==> config.mk <==
export PLATFORM = sky130hd
export DESIGN_NAME = piso_serializer
export DESIGN_NICKNAME = d
export VERILOG_FILES = /design/src/rtl/piso_serializer_pkg.sv /design/src/rtl/piso_shift_core.sv /design/src/rtl/piso_serializer.sv
export SDC_FILE = /design/constraint.sdc
export NUM_CORES = 1
export LEC_CHECK = 0
export ABC_AREA = 1
export ABC_CLOCK_PERIOD_IN_PS = 1000
export CAP_MARGIN = 25
export CORE_MARGIN = 1.5
export CORE_UTILIZATION = 43
export CTS_CLUSTER_DIAMETER = 80
export CTS_CLUSTER_SIZE = 25
export DETAILED_ROUTE_END_ITERATION = 8
export GPL_ROUTABILITY_DRIVEN = 1
export PLACE_DENSITY = 0.71
export SYNTH_ARGS = -nofsm -noshare
export SYNTH_HDL_FRONTEND = slang
export SYNTH_SLANG_ARGS = --single-unit
export TNS_END_PERCENT = 100
==> constraint.sdc <==
create_clock -name clk -period 1 [get_ports clk]
set_input_delay 0.15 -clock clk [delete_from_list [all_inputs] [get_ports clk]]
set_output_delay 0.15 -clock clk [all_outputs]
set_load 0.01 [all_outputs]
==> src/rtl/piso_serializer_pkg.sv <==
// Shared types and sizing helpers for the PISO serializer.
// Imported by the top level and the shift core.
package piso_serializer_pkg;

  typedef enum logic {
    ST_IDLE  = 1'b0,
    ST_SHIFT = 1'b1
  } state_t;

  function automatic int cnt_width(input int w);
    return (w <= 2) ? 1 : $clog2(w);
  endfunction

endpackage

==> src/rtl/piso_shift_core.sv <==
// Load/shift register with bit counter and registered frame flags.
// Loading always wins over shifting; shifting past the last bit empties it.
module piso_shift_core
  import piso_serializer_pkg::*;
#(
  parameter int WIDTH     = 4,
  parameter bit MSB_FIRST = 1'b1
) (
  input  logic             clk,
  input  logic             rst,
  input  logic             load,
  input  logic [WIDTH-1:0] load_data,
  input  logic             shift_en,
  output logic             sout,
  output logic             first,
  output logic             last
);

  localparam int CW = cnt_width(WIDTH);

  logic [WIDTH-1:0] sreg;
  logic [CW-1:0]    bit_cnt;

  function automatic logic head(input logic [WIDTH-1:0] v);
    return MSB_FIRST ? v[WIDTH-1] : v[0];
  endfunction

  function automatic logic [WIDTH-1:0] adv(input logic [WIDTH-1:0] v);
    return MSB_FIRST ? {v[WIDTH-2:0], 1'b0} : {1'b0, v[WIDTH-1:1]};
  endfunction

  // sreg holds the bits still to be presented after the current one
  always_ff @(posedge clk) begin
    if (!rst) begin
      sreg    <= '0;
      bit_cnt <= '0;
      sout    <= 1'b0;
      first   <= 1'b0;
      last    <= 1'b0;
    end else if (load) begin
      sout    <= head(load_data);
      sreg    <= adv(load_data);
      bit_cnt <= '0;
      first   <= 1'b1;
      last    <= 1'b0;
    end else if (shift_en) begin
      if (last) begin
        sreg    <= '0;
        bit_cnt <= '0;
        sout    <= 1'b0;
        first   <= 1'b0;
        last    <= 1'b0;
      end else begin
        sout    <= head(sreg);
        sreg    <= adv(sreg);
        bit_cnt <= bit_cnt + 1'b1;
        first   <= 1'b0;
        last    <= (bit_cnt == CW'(WIDTH - 2));
      end
    end
  end

endmodule

==> src/rtl/piso_serializer.sv <==
// Parallel-in/serial-out transmitter with a one-word holding buffer.
// Words stream back-to-back; the hold is refilled while the shifter runs.
module piso_serializer
  import piso_serializer_pkg::*;
#(
  parameter int WIDTH     = 4,
  parameter bit MSB_FIRST = 1'b1
) (
  input  logic             clk,
  input  logic             rst,
  input  logic [WIDTH-1:0] din,
  input  logic             din_valid,
  output logic             din_ready,
  output logic             sout,
  output logic             sout_valid,
  output logic             sout_first,
  output logic             sout_last,
  output logic             busy
);

  state_t           state;
  logic [WIDTH-1:0] hold;
  logic             hold_valid;
  logic             accept;
  logic             load;
  logic             shift_en;
  logic [WIDTH-1:0] load_data;

  assign din_ready  = !hold_valid;
  assign accept     = din_valid && din_ready;
  assign sout_valid = (state == ST_SHIFT);
  assign busy       = (state == ST_SHIFT) || hold_valid;

  always_comb begin
    load      = 1'b0;
    shift_en  = 1'b0;
    load_data = din;
    unique case (state)
      ST_IDLE: load = accept;
      ST_SHIFT: begin
        shift_en = 1'b1;
        if (sout_last) begin
          if (hold_valid) begin
            load      = 1'b1;
            load_data = hold;
          end else begin
            load = accept;
          end
        end
      end
    endcase
  end

  always_ff @(posedge clk) begin
    if (!rst) begin
      state      <= ST_IDLE;
      hold       <= '0;
      hold_valid <= 1'b0;
    end else begin
      unique case (state)
        ST_IDLE: if (accept) state <= ST_SHIFT;
        ST_SHIFT: begin
          if (sout_last) begin
            if (hold_valid) hold_valid <= 1'b0;
            else if (!accept) state <= ST_IDLE;
          end else if (accept) begin
            hold       <= din;
            hold_valid <= 1'b1;
          end
        end
      endcase
    end
  end

  piso_shift_core #(
    .WIDTH     (WIDTH),
    .MSB_FIRST (MSB_FIRST)
  ) u_core (
    .clk       (clk),
    .rst       (rst),
    .load      (load),
    .load_data (load_data),
    .shift_en  (shift_en),
    .sout      (sout),
    .first     (sout_first),
    .last      (sout_last)
  );

endmodule
==> metrics.txt, run 1 <==
WL/cell=12.13 um; Switch Pwr=approximately 400 uW; Initial Utilization=45.55%; Synth area leaders=dfxtp_1 41%, a21oi_1 11%, nand2_1 10%, inv_1 8.9%, nor2_1 7.7%; FP Rows=14; layout cells sized above 1=a little under 40%; Syn Inst Count=slightly below 100; Pwr Density=about 1400 mW/mm^2; Worst VDD drop=707.8 uV; Ports=13; Pre-antenna DRT Iters=4; Period minus WS final=1.062 ns; cts bufs inserted=3; Max Cap Viol=0; Worst Setup Start Kind=flip-flop; GRT Overall Usage=about a fifth; R2R Setup Slk=-0.06 ns; Syn Area/Cell=between 6 and 7 um^2; Fin Hold WS=between 0.4 and 0.5 ns; final WL=1723 um; core area=0.001489 mm^2; top-area cell type share of the netlist area=41.33%; final period utilization=106.2%; vias in the first global route=between 600 and 700; DRT iter0 DRCs=16; sequential share of power=45.0%; htree depth=1; failing checks=setup timing; CTS root buf=clkbuf_4; area of the multi-input gates=399.1 um^2; largest net degree at the start of global routing=11; PnR worst setup slack=-0.06193 ns; # clock sinks=14; Max Clock Skew=0.0007054 ns; Synth area leader=dfxtp_1; status=finished with violations; total power=roughly 1.4 mW; Syn-to-layout area delta=49.81%; die width=42.71 um; final RePlAce weighted congestion=0.7824; Crit path required time=1.19 ns; Synth Register Bits=14; final setup fails=7; Vias per Instance=5.239; hpwl dp=roughly 1100 um; first-pass GRT wire length=2856 um; critical path class=flip-flop to flip-flop; IO buf count=12; Max Fclk=941.7 MHz; Residual DRC=0; clock power share=~30%; Bufs on Longest Clock Path=2; critical path startpoint=hold_valid; CP Capture Type=flip-flop; Slew Limit Fails=0; synthesized net count=107; Chip Height=between 40 and 50 um; Worst Tran Pin Value=0.2213 ns; worst-skew pair later-pin latency=0.29 ns; switching share of power=between 20% and 30%; Inst Count DP=~140; Logic pwr share=24.7%; Pleak=0.4713 nW; unrepaired setup endpoints after global routing=yes; GRT Residual Overflow=0; Hold Vio Cnt, Final=0; Die ar.=0.001824 mm^2; Hold Path Class=primary input to flip-flop; r2r startpoint=hold_valid; initial antenna violation count=0; synth unique cells=16; non-filler instance count after layout=142; maximum fanout along the worst path=5; YS warnings=0; post-synthesis sequential area ratio=41.33%; Mapped Area=678.2 um^2; # fillers=123; TritonCTS clock tree=yes; Slew HR=85.09%; # diodes=0; Cell Int Power=around 980 uW; CP Data Arrival Time=approximately 1.3 ns; final net count=135; Clock transition at path regs=0.09 ns; Post-Place Worst Slack=-0.3300 ns; setup TNS=-0.2938 ns; vias after detailed routing=744; hold wc startpoint=din[0]; Reg area=290.3 um^2; DRT antenna net count=0
[placed cells by master (no fill, tap or decap), types with 2 or more instances in the layout]
| cell | n |
|---|---|
| nor2_2 | 4 |
| nand3_1 | 2 |
| nand2_4 | 4 |
| inv_1 | 13 |
| clkdlybuf4s50_1 | 6 |
| dfxtp_2 | 5 |
| buf_6 | 2 |
| clkbuf_4 | 3 |
| buf_4 | 9 |
| dfxtp_1 | 8 |
| nand2_1 | 14 |
| a21oi_1 | 12 |
| o21ai_0 | 2 |
| o21ai_1 | 6 |
| nand2_2 | 2 |
| buf_2 | 5 |
| a21oi_2 | 3 |
| inv_2 | 4 |
| nor2_1 | 11 |
[synth_stat cells (all sizes together)]
cell type,instances
a21oi,15
inv,17
nand2,21
o31ai,1
nand3,4
ha,1
nor2,15
dfxtp,14
o21ai,8
buf,2
nand3b,1
[critical path, cell delays in order (launching register included)]
cell     delay [ns]
dfxtp_2        0.35
inv_2          0.06
nand2_4        0.12
nand2_2        0.08
buf_4          0.15
o21ai_0        0.14
nor2_1         0.06
[cell families after synthesis]
family                     after synthesis  synth area share [%]
adders and majority gates                1                 1.845
buffers and inverters                   19                 11.81
and+or+nand+nor                         41                 26.94
AOI/OAI and AO/OA                       24                 18.08
DFF                                     14                 41.33
[stage by stage]
step	util [%]	cell area (um^2)
6_report	68.24	1016
5_1_grt	68.24	1016
4_1_cts	67.98	1012
3_5_place_dp	61.26	912.1
3_3_place_gp	61.26	912.1
2_1_floorplan	-	693.2
[area by class of cell]
class,instances,share of cell area [%]
clock buffer,4,3.571
inverter,17,6.281
multi-input combinational,67,39.29
sequential,14,28.57
tap,16,1.970
timing repair buffer,24,20.32
[timing repair]
item                                    CTS  global route
pin swaps                                13             5
setup buffers                             1             0
hold buffers                              0             0
gates resized for setup                  46             6
endpoints found under the setup margin   17            17
gates cloned                              1             0
[final timing paths]
check,end,depth (start not counted)
max,u_core.sreg[3],6
min reg2reg,u_core.first,2
min,hold[0],3
max reg2reg,u_core.sreg[3],6
[power by group through the flow]
stage	clock network [mW]	registers [mW]	logic (mW)
after global routing	0.435	0.626	0.371
after floorplan	0	0.640	0.141
after global placement	0	0.629	0.292
final	0.418	0.621	0.341
after CTS	0.419	0.618	0.333
after detailed placement	0	0.630	0.299
[flip-flops by register name (all words and copies together) (netlist names)]
register,count
hold,4
u_core.last,1
u_core.first,1
u_core.sout,1
u_core.sreg,3
sout_valid,1
hold_valid,1
u_core.bit_cnt,2
[routing by layer]
layer,global-route usage (%),wire length (um),up-vias
met5,0,0,-
met2,32.73,854,34
li1,-,-,365
met1,27.18,678,339
met3,3.404,156,6
met4,10.00,33,0
(Power assumes the default switching activity.)
==> inputs of run 2 (changes only) <==
--- a/config.mk
+++ b/config.mk
@@ -18,4 +18,4 @@
 export SYNTH_ARGS = -nofsm -noshare
 export SYNTH_HDL_FRONTEND = slang
 export SYNTH_SLANG_ARGS = --single-unit
-export TNS_END_PERCENT = 100
+export TNS_END_PERCENT = 50
==> metrics.txt, run 2 (synthesis results as in run 1) <==
Vias per Instance=4.972 (was 5.239); WL/cell=10.50 um (was 12.13 um); # clock sinks=14 (unchanged); GRT Overall Usage=18.53% (was 20.72%); final net count=134 (was 135); CP Data Arrival Time=1.26 ns (was 1.25 ns); Ports=13 (unchanged); worst-skew pair later-pin latency=0.28 ns (was 0.29 ns); Worst Tran Pin Value=0.1854 ns (was 0.2213 ns); core area=0.001489 mm^2 (unchanged); area of the multi-input gates=380.4 um^2 (was 399.1 um^2); htree depth=1 (unchanged); unrepaired setup endpoints after global routing=yes (unchanged); CP peak stage delay=0.36 ns (was 0.35 ns); Residual DRC=0 (unchanged); Period minus WS final=1.046 ns (was 1.062 ns); final period utilization=104.6% (was 106.2%); Pre-antenna DRT Iters=4 (unchanged); hpwl dp=1071 um (unchanged); largest net degree at the start of global routing=11 (unchanged); critical path class=flip-flop to flip-flop (unchanged); layout cells sized above 1=36.80% (was 38.89%); PnR worst setup slack=-0.04582 ns (was -0.06193 ns); Bufs on Longest Clock Path=2 (unchanged); worst path cell trace=buf_6, nand2_4, nor2_4, o21ai_0, a21oi_1 (was inv_2, nand2_4, nand2_2, buf_4, o21ai_0, nor2_1); total power=1.356 mW (was 1.379 mW); Slew HR=87.54% (was 85.09%); vias after detailed routing=701 (was 744); Max Clock Skew=0.001103 ns (was 0.0007054 ns); R2R Setup Slk=-0.05 ns (was -0.06 ns); Hold Vio Cnt, Final=0 (unchanged); IO buf count=12 (unchanged); Max Fclk=956.2 MHz (was 941.7 MHz); Pwr Density=1361 mW/mm^2 (was 1358 mW/mm^2); setup TNS=-0.2215 ns (was -0.2938 ns); Pleak=0.4667 nW (was 0.4713 nW); Crit path required time=1.21 ns (was 1.19 ns); Max Cap Viol=0 (unchanged); Fin Hold WS=0.4277 ns (was 0.4221 ns); final RePlAce weighted congestion=0.7824 (unchanged); Syn-to-layout area delta=46.86% (was 49.81%); Clock transition at path regs=0.09 ns (about the same); DRT antenna net count=0 (unchanged); vias in the first global route=591 (was 644); Reg area=289.0 um^2 (was 290.3 um^2); final setup fails=10 (was 7); placed inst area=912.1 um^2 (unchanged); biggest regs=hold: 4 flops, u_core.sreg: 3 flops, u_core.bit_cnt: 2 flops (unchanged); CP max stage cell=dfxtp_2 (unchanged); GRT Residual Overflow=0 (unchanged); cts bufs inserted=3 (unchanged); maximum fanout along the worst path=9 (was 5); failing checks=setup timing (unchanged); commonest cells after routing, fill and taps aside=14 x nand2_1, 13 x inv_1, 13 x a21oi_1 (was 14 x nand2_1, 13 x inv_1, 12 x a21oi_1); Initial Utilization=45.55% (unchanged); # diodes=0 (unchanged); Worst Setup Start Kind=flip-flop (unchanged); DRT iter0 DRCs=10 (was 16); Hold Path Class=primary input to flip-flop (unchanged); Finished Cell Area=996.0 um^2 (was 0.001016 mm^2); first-pass GRT wire length=2546 um (was 2856 um); # fillers=124 (was 123); TritonCTS clock tree=yes (unchanged); die width=42.71 um (unchanged); Worst VDD drop=711.7 uV (was 707.8 uV); max reg flops=4 (unchanged); FP Rows=14 (unchanged); Slew Limit Fails=0 (unchanged); Chip Height=42.71 um (unchanged); CTS root buf=clkbuf_4 (unchanged); initial antenna violation count=0 (unchanged); final WL=1481 um (was 1723 um); Biggest register=hold (unchanged); Post-CTS Hold Buffers=0 (unchanged); status=finished with violations (unchanged); most common cell after layout, fill and taps aside=nand2_1 (unchanged); Die ar.=0.001824 mm^2 (unchanged); CP Capture Type=flip-flop (unchanged)
## run 2: cell types whose count changed in the layout (fill, tap and decap cells not counted)
cell     previous run  this run
o21ai_1             6         5
dfxtp_2             5         4
nor2_2              4         3
nand2_8             1         0
dfxtp_1             8         9
a21oi_1            12        13
a21oi_2             3         2
o21ai_0             2         3
nand2_4             4         5
## run 2: stage by stage
| stage | utilization (%) | setup WS (ns) | std cells |
|---|---|---|---|
| detailed placement | 61.26 | -0.3300 | 136 |
| global route | 66.89 | -0.1205 | 141 |
| CTS | 66.97 | -0.05992 | 141 |
| global placement | 61.26 | -0.3067 | 136 |
| finish | 66.89 | -0.04582 | 141 |
| floorplan | - | -0.001989 | 99 |
## run 2: cell type report
| cell class | count | area share, % |
|---|---|---|
| sequential | 14 | 29.02 |
| timing repair buffer | 24 | 20.73 |
| clock buffer | 4 | 3.643 |
| multi-input combinational | 66 | 38.19 |
| inverter | 17 | 6.407 |
| tap | 16 | 2.010 |
## run 2: worst max-delay path: cells and delay by family (launching register included)
kind            cells  cell delay, ns
buf+inv             1            0.13
compound gates      2            0.22
flops               1            0.36
simple gates        2            0.26
## run 2: what timing repair did
action,CTS,global route
pin swaps,11,4
endpoints found under the setup margin,17,18
setup buffers,1,0
gates resized for setup,43,5
gates cloned,0,0
## run 2: routing by layer
layer,share of wire [%],global-route usage [%]
met1,46,24.87
met2,48,29.70
met3,4.5,2.553
met4,0.61,7.500
met5,0,0
## run 2: final timing paths
path / startpoint / end / depth (start not counted)
min: din[0] / hold[0] / 3
min reg2reg: u_core.first / u_core.first / 2
max reg2reg: sout_valid / hold[1] / 5
max: sout_valid / hold[1] / 5
## run 2: report_power, final
group | leakage [nW] | internal [mW] | switching, mW
combinational | 0.329 | 0.156 | 0.168
sequential | 0.117 | 0.598 | 0.0215
clock | 0.0210 | 0.221 | 0.191
total | 0.467 | 0.975 | 0.381
